[src/rtl/dcf_frame_decoder_pkg.sv]
// Shared constants, state encoding and frame check for the DCF77 receive path.
package dcf_frame_decoder_pkg;

    // Slicer thresholds on the Goertzel magnitude, with hysteresis between them
    localparam logic [15:0] ThOn  = 16'd900;
    localparam logic [15:0] ThOff = 16'd600;
    localparam int unsigned Debounce = 5;

    // One spare bit so that a run length (count + 1) never wraps
    localparam int unsigned RunW = 13;
    typedef logic [RunW:0] run_len_t;

    localparam run_len_t PulseMin = 14'd125;
    localparam run_len_t BitSplit = 14'd375;
    localparam run_len_t PulseMax = 14'd625;
    localparam run_len_t MarkMin  = 14'd3750;
    localparam run_len_t MarkMax  = 14'd6250;
    localparam logic [RunW-1:0] RunSat = '1;

    localparam int unsigned FrameLen = 59;
    localparam logic [5:0]  FrameBits = 6'd59;
    localparam int unsigned BitStart = 0;
    localparam int unsigned BitS20   = 20;
    localparam int unsigned BitP1    = 28;
    localparam int unsigned BitP2    = 35;
    localparam int unsigned BitP3    = 58;

    typedef enum logic [1:0] {
        StSearch,
        StGap,
        StPulse
    } dcf_state_e;

    function automatic logic frame_ok(input logic [FrameLen-1:0] f);
        frame_ok = !f[BitStart] && f[BitS20]
                   && !(^f[BitP1:BitS20+1])
                   && !(^f[BitP2:BitP1+1])
                   && !(^f[BitP3:BitP2+1]);
    endfunction

endpackage

[src/rtl/dcf_frame_decoder_level_filter.sv]
// Hysteresis slicer plus debounce: turns magnitude samples into a clean carrier level
// with single-cycle rise/fall strobes in the cycle of the sample that completes debounce.
module dcf_level_filter
    import dcf_frame_decoder_pkg::*;
(
    input  logic        clock_i,
    input  logic        reset_i,
    input  logic        sample_valid_i,
    input  logic [15:0] magnitude_i,
    output logic        level_o,
    output logic        rise_o,
    output logic        fall_o
);

    localparam logic [2:0] DebLast = 3'(Debounce - 1);

    logic       raw_q, raw_d;
    logic       level_q, level_d;
    logic [2:0] deb_q, deb_d;

    always_comb begin
        raw_d   = raw_q;
        level_d = level_q;
        deb_d   = deb_q;
        rise_o  = 1'b0;
        fall_o  = 1'b0;
        if (sample_valid_i) begin
            if (magnitude_i >= ThOn) begin
                raw_d = 1'b1;
            end else if (magnitude_i < ThOff) begin
                raw_d = 1'b0;
            end
            if (raw_d != level_q) begin
                if (deb_q == DebLast) begin
                    level_d = raw_d;
                    deb_d   = '0;
                    rise_o  = raw_d;
                    fall_o  = !raw_d;
                end else begin
                    deb_d = deb_q + 3'd1;
                end
            end else begin
                deb_d = '0;
            end
        end
    end

    always_ff @(posedge clock_i) begin
        if (reset_i) begin
            raw_q   <= 1'b0;
            level_q <= 1'b0;
            deb_q   <= '0;
        end else begin
            raw_q   <= raw_d;
            level_q <= level_d;
            deb_q   <= deb_d;
        end
    end

    assign level_o = level_q;

endmodule

[src/rtl/dcf_frame_decoder.sv]
// DCF77 frame decoder: measures pulse/gap widths of the filtered carrier level, finds the
// minute marker, collects 59 bits into a shadow register and publishes checked frames.
module dcf_frame_decoder
    import dcf_frame_decoder_pkg::*;
(
    input  logic        clock,
    input  logic        reset,
    input  logic        sample_valid,
    input  logic [15:0] magnitude,
    output logic        bit_strobe,
    output logic        bit_value,
    output logic [5:0]  bit_count,
    output logic        sync,
    output logic [58:0] time_data,
    output logic        frame_valid,
    output logic        frame_error
);

    logic level, rise, fall;

    dcf_level_filter u_filter (
        .clock_i        (clock),
        .reset_i        (reset),
        .sample_valid_i (sample_valid),
        .magnitude_i    (magnitude),
        .level_o        (level),
        .rise_o         (rise),
        .fall_o         (fall)
    );

    dcf_state_e          state_q, state_d;
    logic [RunW-1:0]     run_cnt_q, run_cnt_d;
    logic [5:0]          bit_count_q, bit_count_d;
    logic                sync_q, sync_d;
    logic [FrameLen-1:0] shadow_q, shadow_d;
    logic [FrameLen-1:0] time_data_q, time_data_d;
    logic                bit_strobe_q, bit_strobe_d;
    logic                bit_value_q, bit_value_d;
    logic                frame_valid_q, frame_valid_d;
    logic                frame_error_q, frame_error_d;

    run_len_t run_now;   // count after this sample
    run_len_t width;     // length of the run that ends at this edge
    logic     new_bit;

    always_comb begin
        run_cnt_d = run_cnt_q;
        if (sample_valid) begin
            if (rise || fall) begin
                run_cnt_d = '0;
            end else if (run_cnt_q != RunSat) begin
                run_cnt_d = run_cnt_q + 1'b1;
            end
        end
    end

    assign run_now = {1'b0, run_cnt_d};
    assign width   = {1'b0, run_cnt_q} + 14'd1;
    assign new_bit = (width >= BitSplit);

    always_comb begin
        state_d       = state_q;
        bit_count_d   = bit_count_q;
        sync_d        = sync_q;
        shadow_d      = shadow_q;
        time_data_d   = time_data_q;
        bit_strobe_d  = 1'b0;
        bit_value_d   = bit_value_q;
        frame_valid_d = 1'b0;
        frame_error_d = 1'b0;
        if (sample_valid) begin
            case (state_q)
                StSearch: begin
                    if (!level && run_now == MarkMin) begin
                        sync_d      = 1'b1;
                        bit_count_d = '0;
                        state_d     = StGap;
                    end
                end
                StGap: begin
                    if (rise) begin
                        if (width >= MarkMin) begin
                            // An empty frame (first marker after sync) is not an error
                            if (bit_count_q == FrameBits && frame_ok(shadow_q)) begin
                                time_data_d   = shadow_q;
                                frame_valid_d = 1'b1;
                            end else if (bit_count_q != '0) begin
                                frame_error_d = 1'b1;
                            end
                            bit_count_d = '0;
                        end
                        state_d = StPulse;
                    end else if (run_now == MarkMax) begin
                        frame_error_d = (bit_count_q != '0);
                        sync_d        = 1'b0;
                        bit_count_d   = '0;
                        state_d       = StSearch;
                    end
                end
                StPulse: begin
                    if (fall) begin
                        if (bit_count_q == FrameBits || width < PulseMin || width > PulseMax) begin
                            frame_error_d = 1'b1;
                            sync_d        = 1'b0;
                            bit_count_d   = '0;
                            state_d       = StSearch;
                        end else begin
                            shadow_d[bit_count_q] = new_bit;
                            bit_count_d           = bit_count_q + 6'd1;
                            bit_strobe_d          = 1'b1;
                            bit_value_d           = new_bit;
                            state_d               = StGap;
                        end
                    end else if (run_now > PulseMax) begin
                        frame_error_d = 1'b1;
                        sync_d        = 1'b0;
                        bit_count_d   = '0;
                        state_d       = StSearch;
                    end
                end
                default: state_d = StSearch;
            endcase
        end
    end

    always_ff @(posedge clock) begin
        if (reset) begin
            state_q       <= StSearch;
            run_cnt_q     <= '0;
            bit_count_q   <= '0;
            sync_q        <= 1'b0;
            shadow_q      <= '0;
            time_data_q   <= '0;
            bit_strobe_q  <= 1'b0;
            bit_value_q   <= 1'b0;
            frame_valid_q <= 1'b0;
            frame_error_q <= 1'b0;
        end else begin
            state_q       <= state_d;
            run_cnt_q     <= run_cnt_d;
            bit_count_q   <= bit_count_d;
            sync_q        <= sync_d;
            shadow_q      <= shadow_d;
            time_data_q   <= time_data_d;
            bit_strobe_q  <= bit_strobe_d;
            bit_value_q   <= bit_value_d;
            frame_valid_q <= frame_valid_d;
            frame_error_q <= frame_error_d;
        end
    end

    assign bit_strobe  = bit_strobe_q;
    assign bit_value   = bit_value_q;
    assign bit_count   = bit_count_q;
    assign sync        = sync_q;
    assign time_data   = time_data_q;
    assign frame_valid = frame_valid_q;
    assign frame_error = frame_error_q;

endmodule
[config.mk]
export PLATFORM = sky130hd
export DESIGN_NAME = dcf_frame_decoder
export DESIGN_NICKNAME = d
export VERILOG_FILES = /design/src/rtl/dcf_frame_decoder_pkg.sv /design/src/rtl/dcf_frame_decoder_level_filter.sv /design/src/rtl/dcf_frame_decoder.sv
export SDC_FILE = /design/constraint.sdc
export NUM_CORES = 1
export LEC_CHECK = 0
export ABC_CLOCK_PERIOD_IN_PS = 3200
export BUFFER_PORTS_ARGS = -buffer_cell sky130_fd_sc_hd__buf_4
export CAP_MARGIN = 20
export CELL_PAD_IN_SITES_DETAIL_PLACEMENT = 1
export CELL_PAD_IN_SITES_GLOBAL_PLACEMENT = 1
export CORE_UTILIZATION = 44
export DETAILED_ROUTE_END_ITERATION = 7
export PLACE_DENSITY = 0.78
export SYNTH_ARGS = -nofsm -noshare
export SYNTH_HDL_FRONTEND = slang
export SYNTH_SLANG_ARGS = --single-unit
export TNS_END_PERCENT = 100
[constraint.sdc]
create_clock -name clock -period 3.2 [get_ports clock]
set_input_delay 0.16 -clock clock [delete_from_list [all_inputs] [get_ports clock]]
set_output_delay 0.16 -clock clock [all_outputs]
set_load 0.03 [all_outputs]
## After elaboration in Yosys (flattened, before gate mapping)

Cells that the tools add are included.

| operators by class | value |
|---|---|
| add/subtract/negate cells | 4 |
| magnitude comparators | 9 |
| eq/ne operators | 15 |
| muxes and demuxes | 50 |
| bitwise logic cells | 7 |
| reductions and logical operators | 31 |

Operator list:

| kind | count |
|---|---|
| 59-bit bitwise mux | 1 |
| 6-bit two-way mux | 7 |
| 13-bit two-way mux | 3 |
| 1-bit two-way mux | 27 |
| 23-bit parity | 1 |
| 6-bit one-hot mux with 3 select lines | 1 |
| 16-bit by 10-bit >= comparator with 1-bit output (second input constant) | 1 |
| 16-bit by 10-bit less-than comparator with 1-bit output (second input constant) | 1 |
| 13-bit by 1-bit adder with 14-bit output (second input constant) | 1 |
| 14-bit by 12-bit >= comparator with 1-bit output (second input constant) | 1 |
| 14-bit by 9-bit >= comparator with 1-bit output (second input constant) | 1 |
| 14-bit by 10-bit > comparator with 1-bit output (second input constant) | 1 |
| 14-bit by 7-bit less-than comparator with 1-bit output (second input constant) | 1 |
| 13-bit by 1-bit adder with 13-bit output (second input constant) | 1 |
| 13-bit by 12-bit equality test with 1-bit output (second input constant) | 1 |
| 13-bit equality test (second input constant) | 1 |
| 13-bit by 10-bit > comparator with 1-bit output (second input constant) | 1 |
| 13-bit inequality test (second input constant) | 1 |
| 3-bit inequality test (second input constant) | 4 |
| 2-bit two-way mux | 5 |
| 4-bit AND reduction | 2 |
| 8-bit parity | 1 |
| 1-bit logical AND | 7 |
| 6-bit by 7-bit less-than comparator with 1-bit output (second input constant) | 1 |
| other kinds (28) | 44 |

| storage, ports and cells | value |
|---|---|
| bits in registers | 149 |
| bits of input ports | 19 |
| output and inout bits | 70 |
| logic and storage cells | 129 |

## Longest topological paths before layout

Gate-level depths: netlist of run 1.

| logic depth | value |
|---|---|
| depth after elaboration | 15 |
| gate-level depth with buffers | 13 |
| gate-level depth less buffers | 11 |

## Cells and area by module

Synthesis of run 1 repeated with hierarchy kept, for this count alone.

| unflattened totals | value |
|---|---|
| cells, all modules | 882 |
| area, all modules | 7,743.7 um^2 |

By module, submodules not included:

| module | instances | cells an instance | area an instance (um^2) | seq. area each (um^2) |
|---|---|---|---|---|
| dcf_frame_decoder | 1 | 841 | 7,423.4 | 2,882.8 |
| dcf_level_filter | 1 | 41 | 320.3 | 100.1 |

## Least setup slack after synthesis of run 1

Ideal clock, no wire load.

| timing | value |
|---|---|
| kind | reg-to-reg |
| start | register run_cnt_q[0] |
| end | register bit_count_q[0] (netlist: bit_count[0]) |
| library setup time | 123 ps |
| arrival | 2,555 ps |
| path slack | 522 ps |
| stages on the path, launching flop included | 12 |
| path buffers | 1 |
| path through | dfxtp_1 -> ha_1 -> buf_2 -> nand3_2 -> o41ai_4 -> o32ai_1 -> or3_1 -> nor3_2 -> nand4_1 -> a21oi_1 -> nand2_1 -> mux2_1 |

| between the ends | value |
|---|---|
| longest elaborated chain between the ends | 8 |
| elaborated cells on any way between the ends | 23 |

RTL lines:

| what | line | source |
|---|---|---|
| from (decl) | dcf_frame_decoder.sv:32 | `logic [RunW-1:0] run_cnt_q, run_cnt_d;` |
| from (signal assigned) | dcf_frame_decoder.sv:140 | `run_cnt_q <= run_cnt_d;` |
| parallel branches: the longest is 8 deep, another holds 13-bit by 1-bit adder with 13-bit output | n/a |  |
| to (signal assigned) | dcf_frame_decoder.sv:141 | `bit_count_q <= bit_count_d;` |
| to (decl) | dcf_frame_decoder.sv:33 | `logic [5:0] bit_count_q, bit_count_d;` |

Several ways; the timed one is not identified.
A chain may end at the register's enable or synchronous reset.

## Worst setup path after layout of run 1

| timing | value |
|---|---|
| start | register run_cnt_q[2] |
| end | register state_q[0] |

| between the ends | value |
|---|---|
| longest elaborated chain between the ends | 8 |
| elaborated cells on any way between the ends | 21 |

RTL lines:

| what | line | source |
|---|---|---|
| parallel branches: the longest is 8 deep, another holds 13-bit by 1-bit adder with 13-bit output | n/a |  |
| to (signal assigned) | dcf_frame_decoder.sv:128 | `state_q <= StSearch;` |
| to (signal assigned) | dcf_frame_decoder.sv:139 | `state_q <= state_d;` |
| to (decl) | dcf_frame_decoder.sv:31 | `dcf_state_e state_q, state_d;` |

Several ways; the timed one is not identified.

==> metrics, run 1 <==
outcome complete, no violations; drt drc 0; final clock skew 0.00460 ns; initial antenna violation count 0; clk_lat worst skew 0.42 ns; Initial Utilization 0.455; Synth Warn # 0; Syn Area/Cell 8.43 um^2; pin count of the biggest net entering global routing 77; hold slack 0.157 ns; synthesized instance count 905; Total Routing Usage GR 0.299; area delta synth->final 28.0%; CTS tree built; clock buffer depth 2; Arr. time, crit path 3.39 ns; syn nets 936; startpoint type of the worst setup path flip-flop; r2r setup slk between 0.1 and 0.15 ns; row cnt 47; Port Buffers 86; actual slew at the worst max-slew pin approximately 1.0 ns; number of global-route vias before repair 7719; synthesized flop and latch total approximately 150; H-tree lvl count 4; Fin. Hold Viols 0; clock root cell clkbuf_16; placed insts 1239; sequential area share after synthesis 0.391; gr ovfl total 0; share of cells above drive strength 1 0.245; Synth cell types 77; register area about 3000 um^2; Multi-input gate area 4330 um^2; dpl hpwl around 18000 um; register clock-pin slew on the reported worst setup and hold paths 0.06 ns; Layout fillers 2009; Async SR Flop Fraction 0; post-route insts no fill 1277; setup TNS 0 ns; HP Class in2reg; Worst Setup Path Type reg2reg; die area 17900 um^2; peak supply drop 0.000380 V; vias 7555; Lkg Pwr 0.00361 uW; cts bufs inserted 17; Req. time, crit path 3.52 ns; vias per cell 5.92; Final period util 0.961; gpl congestion 0.936; max_cap viols 0; Layout Nets 1077; Top FF cell, synth dfxtp_1; post-route minimum period 3.07 ns; final wirelength between 20000 and 30000 um; core footprint 16800 um^2; DP Area approximately 9100 um^2; First-pass DRT Iterations 5; global-route wire length before repair approximately 42000 um; Power Dens Cells approximately 410 nW/um^2; crit path max fanout 7; DRT iter0 DRCs 501; # IOs 89; DR WL/cell about 21 um; EDFF count, synth 0; TritonCTS Sinks 149; synthesized cell area 7620 um^2; ant diodes 0; CP Capture Type flip-flop; Highest Clock Rate 325 MHz; DIE WIDTH around 130 um; Post-CTS Hold Buffers 0; Slew Limit Fails 0; die height between 100 and 150 um; Slew headroom 0.327; Finished Cell Area slightly below 10000 um^2; ANT nets after route 0; # setup viols final 0; Power Total slightly below 4000 uW
==> placed cells by master (no fill, tap or decap), drive strengths merged, types with 5 or more instances in the layout <==
| cell | netlist | final |
|---|---|---|
| ha | 12 | 12 |
| a211oi | 6 | 6 |
| nand3 | 73 | 73 |
| clkbuf | 41 | 21 |
| inv | 14 | 17 |
| nand2 | 51 | 51 |
| nor4 | 10 | 10 |
| o21ai | 58 | 58 |
| xnor2 | 36 | 36 |
| a31oi | 8 | 8 |
| and3 | 14 | 14 |
| or3 | 8 | 8 |
| nor3 | 27 | 27 |
| dfxtp | 149 | 149 |
| a311oi | 5 | 5 |
| o31ai | 6 | 6 |
| buf | 31 | 192 |
| mux2i | 68 | 68 |
| and4 | 6 | 6 |
| a21oi | 74 | 74 |
| xor2 | 8 | 8 |
| nand3b | 5 | 5 |
| and2 | 7 | 7 |
| nor2 | 110 | 110 |
| nand4 | 15 | 15 |
==> Yosys cell counts, types with 4 or more instances <==
library cell,n,share of area
nand2_1,51,0.025
nor2_1,107,0.053
mux2i_1,68,0.089
buf_4,6,0.0059
nand3b_1,5,0.0049
or3_1,8,0.0066
clkbuf_1,41,0.020
ha_1,12,0.020
inv_1,14,0.0069
xor2_1,8,0.0092
nand4_1,15,0.012
o21ai_1,11,0.0072
nor3_1,21,0.014
a21oi_1,74,0.049
o31ai_1,5,0.0049
nor4_1,10,0.0082
dfxtp_1,149,0.39
nand3_1,70,0.046
and4_1,6,0.0069
xnor2_1,36,0.041
a211oi_1,5,0.0049
buf_2,22,0.014
nor3b_1,4,0.0039
a31oi_1,8,0.0066
and3_1,14,0.011
nor3_2,5,0.0066
o21ai_0,47,0.031
a311oi_1,4,0.0046
and2_1,7,0.0057
==> area by class of cell <==
| class | count | share of cell area |
|---|---|---|
| Sequential cell | 149 | 0.306 |
| Multi-Input combinational cell | 670 | 0.444 |
| Clock inverter | 10 | 0.0103 |
| Timing Repair Buffer | 193 | 0.159 |
| Clock buffer | 20 | 0.0468 |
| Tap cell | 220 | 0.0282 |
| Inverter | 15 | 0.00577 |
==> critical path, stage by stage (launching register included) <==
cell and delay (ns):
dfxtp_1 0.48, buf_4 0.20, and4_1 0.26, a41oi_2 0.16, a311oi_2 0.45, a21oi_1 0.12, nor3_1 0.23, nand4_1 0.23
a22oi_2 0.28, buf_4 0.17, nand3_2 0.08, o41ai_2 0.29
==> registers in the layout (all words and copies together) (netlist names) <==
register          cells
state_q               2
u_filter.level_o      1
frame_valid           1
u_filter.deb_q        3
bit_count             6
time_data            59
u_filter.raw_q        1
bit_value             1
bit_strobe            1
frame_error           1
shadow_q             59
run_cnt_q            13
sync                  1
==> what timing repair did <==
action,4_1_cts,5_1_grt
setup endpoints to repair,2,122
setup buffers,0,6
gates resized for setup,0,13
pin swaps,1,4
cloned,1,1
==> metrics by stage <==
step	setup slack (ns)	utilization
4_1_cts	0.00864	0.574
3_5_place_dp	0.00569	0.541
5_1_grt	-0.0716	0.582
3_3_place_gp	0.157	0.541
6_report	0.125	0.582
2_1_floorplan	0.522	-
==> report_power, final <==
part           internal (uW)  switching [uW]
clock network           1110             827
registers               1860            4.77
logic                   56.4             101
total                   3030             932
==> logic make-up after synthesis <==
logic type,synth area share
buf+inv,0.0504
fa+ha+maj,0.0210
simple gates,0.229
compound gates,0.167
xor+xnor,0.0505
flops,0.391
mux,0.0907
==> layer usage <==
layer  vias to the layer above  wire length, um  GRT usage
li1                       3526                -          -
met1                      3734            11500      0.369
met5                         -                0          0
met2                       226            12700      0.500
met3                        69             1280     0.0575
met4                         0             1040      0.138
==> final timing paths <==
check                            startpoint                          end  cells past startpoint
setup / recovery    run_cnt_q[2]$_SDFF_PP0_      state_q[0]$_SDFFE_PP0P_                     11
hold / removal                 sample_valid  u_filter.raw_q$_SDFFE_PP0P_                      2
setup reg to reg    run_cnt_q[2]$_SDFF_PP0_      state_q[0]$_SDFFE_PP0P_                     11
hold reg to reg   shadow_q[14]$_SDFFE_PP0P_    shadow_q[14]$_SDFFE_PP0P_                      2
No activity file was read; power rests on OpenSTA's default activity.
==> run 2, diff against run 1 <==
MAX_ROUTING_LAYER = met4   (was unset)
==> run 2 against run 1 <==
Against the previous run:
- first-iteration DRC count up 20%
- flip-flop and latch count did not move
- cell count fell by 1.3%
- global-route usage down 0.20 points
- wire length fell by 4.0%
- critical path depth unchanged
- largest cell class unchanged
- sequential power about the same
==> metrics, run 2 (synthesis gave the netlist of run 1 again) <==
DR WL/cell 20.2 um; clk_lat worst skew 0.44 ns; outcome complete, no violations; CTS tree built; row cnt 47; share of cells above drive strength 1 0.229; Power Total 4100 uW; ANT nets after route 0; First-pass DRT Iterations 5; wire length on met1 between 10000 and 15000 um; final clock skew 0.0106 ns; setup TNS 0 ns; initial antenna violation count 0; reg2reg start run_cnt_q[12]$_SDFF_PP0_; vias per cell a little under 6; Worst Reg-to-Reg Cells 11; final core utilization 0.572; worst hold start sample_valid; H-tree lvl count 4; max_cap viols 0; Slew headroom 0.323; Slew Limit Fails 0; TritonCTS Sinks between 100 and 150; global-route wire length before repair 40200 um; gr ovfl total 0; ant diodes 0; number of global-route vias before repair 7474; launch point of the critical path run_cnt_q[12]$_SDFF_PP0_; # setup viols final 0; worst hold path depth 3; Worst Setup Path Type reg2reg; Power Dens Cells 428 nW/um^2; gpl congestion roughly 0.94; register clock-pin slew on the reported worst setup and hold paths 0.07 ns; DIE WIDTH 134 um; Post-CTS Hold Buffers 0; crit path max fanout 5; peak supply drop 0.000387 V; actual slew at the worst max-slew pin 1.01 ns; Total Routing Usage GR 0.297; Req. time, crit path 3.53 ns; Lkg Pwr 0.00354 uW; vias around 7500; startpoint type of the worst setup path flip-flop; core footprint 16800 um^2; drt drc 0; CP Capture Type flip-flop; Highest Clock Rate 323 MHz; Max Used Layer met4; # IOs 89; DRT iter0 DRCs 599; area delta synth->final 25.7%; HP Class in2reg; Port Buffers 86; pre-CTS setup slack around 0.12 ns; pin count of the biggest net entering global routing 68; die area 17900 um^2; clock root cell clkbuf_16; met2 WL approximately 13000 um; final wirelength 25500 um; most frequent cells in the layout 171 x buf_4, 149 x dfxtp_1, 107 x nor2_1; most common cell after layout, fill and taps aside buf_4; Arr. time, crit path 3.43 ns; Final period util 0.969; Initial Utilization 0.455; Layout Nets 1059; post-route minimum period 3.10 ns; cts bufs inserted 17; dpl hpwl 17500 um; die height 134 um; clock buffer depth 2; WL met3 1150 um; Fin. Hold Viols 0; Setup WS post-layout 0.0993 ns
-- run 2: path summary, 6_finish.rpt --
| check | endpoint | slack [ns] |
|---|---|---|
| setup / recovery | bit_count[3]$_SDFFE_PP0P_ | 0.1 |
| setup reg to reg | bit_count[3]$_SDFFE_PP0P_ | 0.1 |
| hold / removal | state_q[0]$_SDFFE_PP0P_ | 0.12 |
| hold reg to reg | time_data[0]$_SDFFE_PP0P_ | 0.48 |
-- run 2: layer usage --
| layer | track usage | vias to the layer above |
|---|---|---|
| li1 | - | 3492 |
| met1 | 0.360 | 3743 |
| met2 | 0.493 | 226 |
| met3 | 0.0506 | 50 |
| met4 | 0.107 | 0 |
| met5 | - | - |
-- run 2: power breakdown --
part | switching [uW] | total [uW] | internal [uW]
combinational | 98.1 | 149 | 51.3
clock | 894 | 2090 | 1200
sequential | 4.37 | 1860 | 1860
total | 996 | 4100 | 3110
-- run 2: layout make-up --
type,instances,area [um^2]
flip-flops and latches,149,2980
clock inverters,14,168
clock buffers,18,439
repair buffers,175,1360
well taps,220,275
multi-input cells,670,4300
fillers,1976,7170
inverters,15,56.3
-- run 2: repair_timing --
action | CTS | global route
gates resized for setup | 0 | 7
setup endpoints to repair | 0 | 43
buffers inserted | 0 | 3
-- run 2: critical path: stages (launching register included) --
cell and delay, ns:
dfxtp_1 0.49, nand4_1 0.20, buf_4 0.20, o41ai_4 0.22, buf_4 0.19, mux2i_1 0.32
o21ai_1 0.13, o311ai_1 0.28, o2111a_1 0.32, a22oi_1 0.22, and3_1 0.22, a31o_1 0.21
-- run 2: stage by stage --
stage               hold slack (ns)  instances  cell area, um^2
finish                        0.118       1261             9590
global route                  0.139       1261             9590
CTS                           0.109       1257             9530
detailed placement            0.453       1225             8920
global placement              0.447       1225             8920
floorplan                     0.347        905             7620
==> run 3, diff against run 2 <==
CELL_PAD_IN_SITES_DETAIL_PLACEMENT = 2   (was 1)
CELL_PAD_IN_SITES_GLOBAL_PLACEMENT = 2   (was 1)
CORE_UTILIZATION = 35   (was 44)
PLACE_DENSITY = 0.77   (was 0.78)
==> run 3 against run 2 <==
Against the previous run:
- via count increased by 1.7%
- count of clock-buffer cells in the layout up 2
- worst setup slack lost 0.063 ns
- critical path depth grew 4
- non-clock buffer count increased by 24
- cell area grew 3.6%
- power rose by 2.4%
- critical path type unchanged
- critical endpoint is now shadow_q[43]$_SDFFE_PP0P_
- largest power group unchanged
- highest routed layer unchanged
==> metrics, run 3 (synthesis gave the netlist of run 1 again) <==
top cell family by delay on the critical path buffers and inverters; met1 usage 0.342; die height 150 um; Slew headroom 0.354; Total Routing Usage GR 0.291; ant diodes 0; register clock-pin slew on the reported worst setup and hold paths ~0.070 ns; Initial Utilization 0.359; drt drc 0; post-route minimum period 3.16 ns; Lkg Pwr 0.00367 uW; vias roughly 7600; GR Util met2 0.499; die area around 22000 um^2; peak supply drop 0.000407 V; First-pass DRT Iterations 4; share of cells above drive strength 1 0.254; GR peak layer met2; final wirelength 31100 um; clk_lat worst skew between 0.4 and 0.5 ns; # setup viols final 0; CTS tree built; Power Dens Cells 423 nW/um^2; DR WL/cell 23.2 um; Fin. Hold Viols 0; gr ovfl total 0; slowest CP cell dfxtp_1; Slew Limit Fails 0; gpl congestion 0.894; most common cell after layout, fill and taps aside buf_4; number of global-route vias before repair 8287; Layout Nets 1083; dpl hpwl 20600 um; clock buffer depth 2; Final period util 0.989; Highest Clock Rate 316 MHz; DIE WIDTH 150 um; area delta synth->final 30.2%; most frequent cells in the layout 191 x buf_4, 147 x dfxtp_1, 106 x nor2_1; crit path max fanout 12; worst hold start reset; ANT nets after route 0; launch point of the critical path run_cnt_q[2]$_SDFF_PP0_; Most Frequent Cell on Critical Path buf_4; Req. time, crit path 3.51 ns; global-route wire length before repair 47800 um; Arr. time, crit path about 3.5 ns; max_cap viols 0; H-tree lvl count 4; TritonCTS Sinks 149; DRT iter0 DRCs 409; cell chain of the critical path buf_4, and4_1, buf_4, nand3_1, buf_4, o2bb2ai_1, o21a_2, buf_4, o2111a_1, nand4_1, buf_4, buf_4, nor2_2, mux2i_1, nor2_1; Port Buffers 86; Setup WS post-layout 0.0368 ns; actual slew at the worst max-slew pin 0.967 ns; reg2reg start run_cnt_q[2]$_SDFF_PP0_; initial antenna violation count 0; # IOs 89; CP Capture Type flip-flop; Layout fillers 2316; clock root cell clkbuf_16; vias per cell 5.70; cts bufs inserted 17; Worst path max stage delay roughly 0.39 ns; pre-CTS setup slack about 0.033 ns; Post-CTS Hold Buffers 0; final clock skew between 0.01 and 0.015 ns; core footprint about 21000 um^2; met3 usage 0.0442; Power Total 4200 uW; pin count of the biggest net entering global routing between 60 and 70; CP Buf/Inv Count 6; HP Class in2reg; final core utilization 0.468; Worst Setup Path Type reg2reg; startpoint type of the worst setup path flip-flop; row cnt 53; outcome complete, no violations; hold slack 0.217 ns; setup TNS 0 ns
## run 3: cell types whose count changed in the layout (fill, tap and decap cells not counted), sizes merged
cell,before,now
clkinvlp,3,2
clkbuf,18,20
bufinv,2,3
inv,21,19
buf,175,199
## run 3: path summary, 6_finish.rpt
path	depth (start not counted)	slack [ns]	to
max reg2reg	15	0.04	shadow_q[43]$_SDFFE_PP0P_
min reg2reg	2	0.49	shadow_q[30]$_SDFFE_PP0P_
max	15	0.04	shadow_q[43]$_SDFFE_PP0P_
min	2	0.22	bit_value$_SDFFE_PP0P_
## run 3: layout make-up
cell class,instances,area [um^2],area share
timing repair buffer,199,1590,0.160
inverter,15,56.3,0.00567
tap,275,344,0.0347
clock inverter,12,165,0.0166
multi-input combinational,670,4330,0.437
clock buffer,20,457,0.0460
sequential,149,2990,0.301
## run 3: metrics by stage
stage / std cells / cell area [um^2]
floorplan: 905 / 7620
global route: 1340 / 9930
CTS: 1337 / 9850
global placement: 1305 / 9210
detailed placement: 1305 / 9210
finish: 1340 / 9930
## run 3: what timing repair did
| item | CTS | global route |
|---|---|---|
| pin swaps | 2 | 2 |
| buffers inserted | 0 | 2 |
| setup endpoints to repair | 2 | 59 |
| resized for setup | 3 | 17 |
| gates cloned | 0 | 1 |
## run 3: routing by layer
| layer | vias to the layer above | wire (um) |
|---|---|---|
| met5 | - | 0 |
| met4 | 0 | 816 |
| met3 | 67 | 1180 |
| met2 | 192 | 15700 |
| met1 | 3834 | 13300 |
| li1 | 3543 | - |
## run 3: report_power, final
part,switching [uW],internal (uW)
clock network,891,1280
registers,4.47,1860
logic,105,56.8
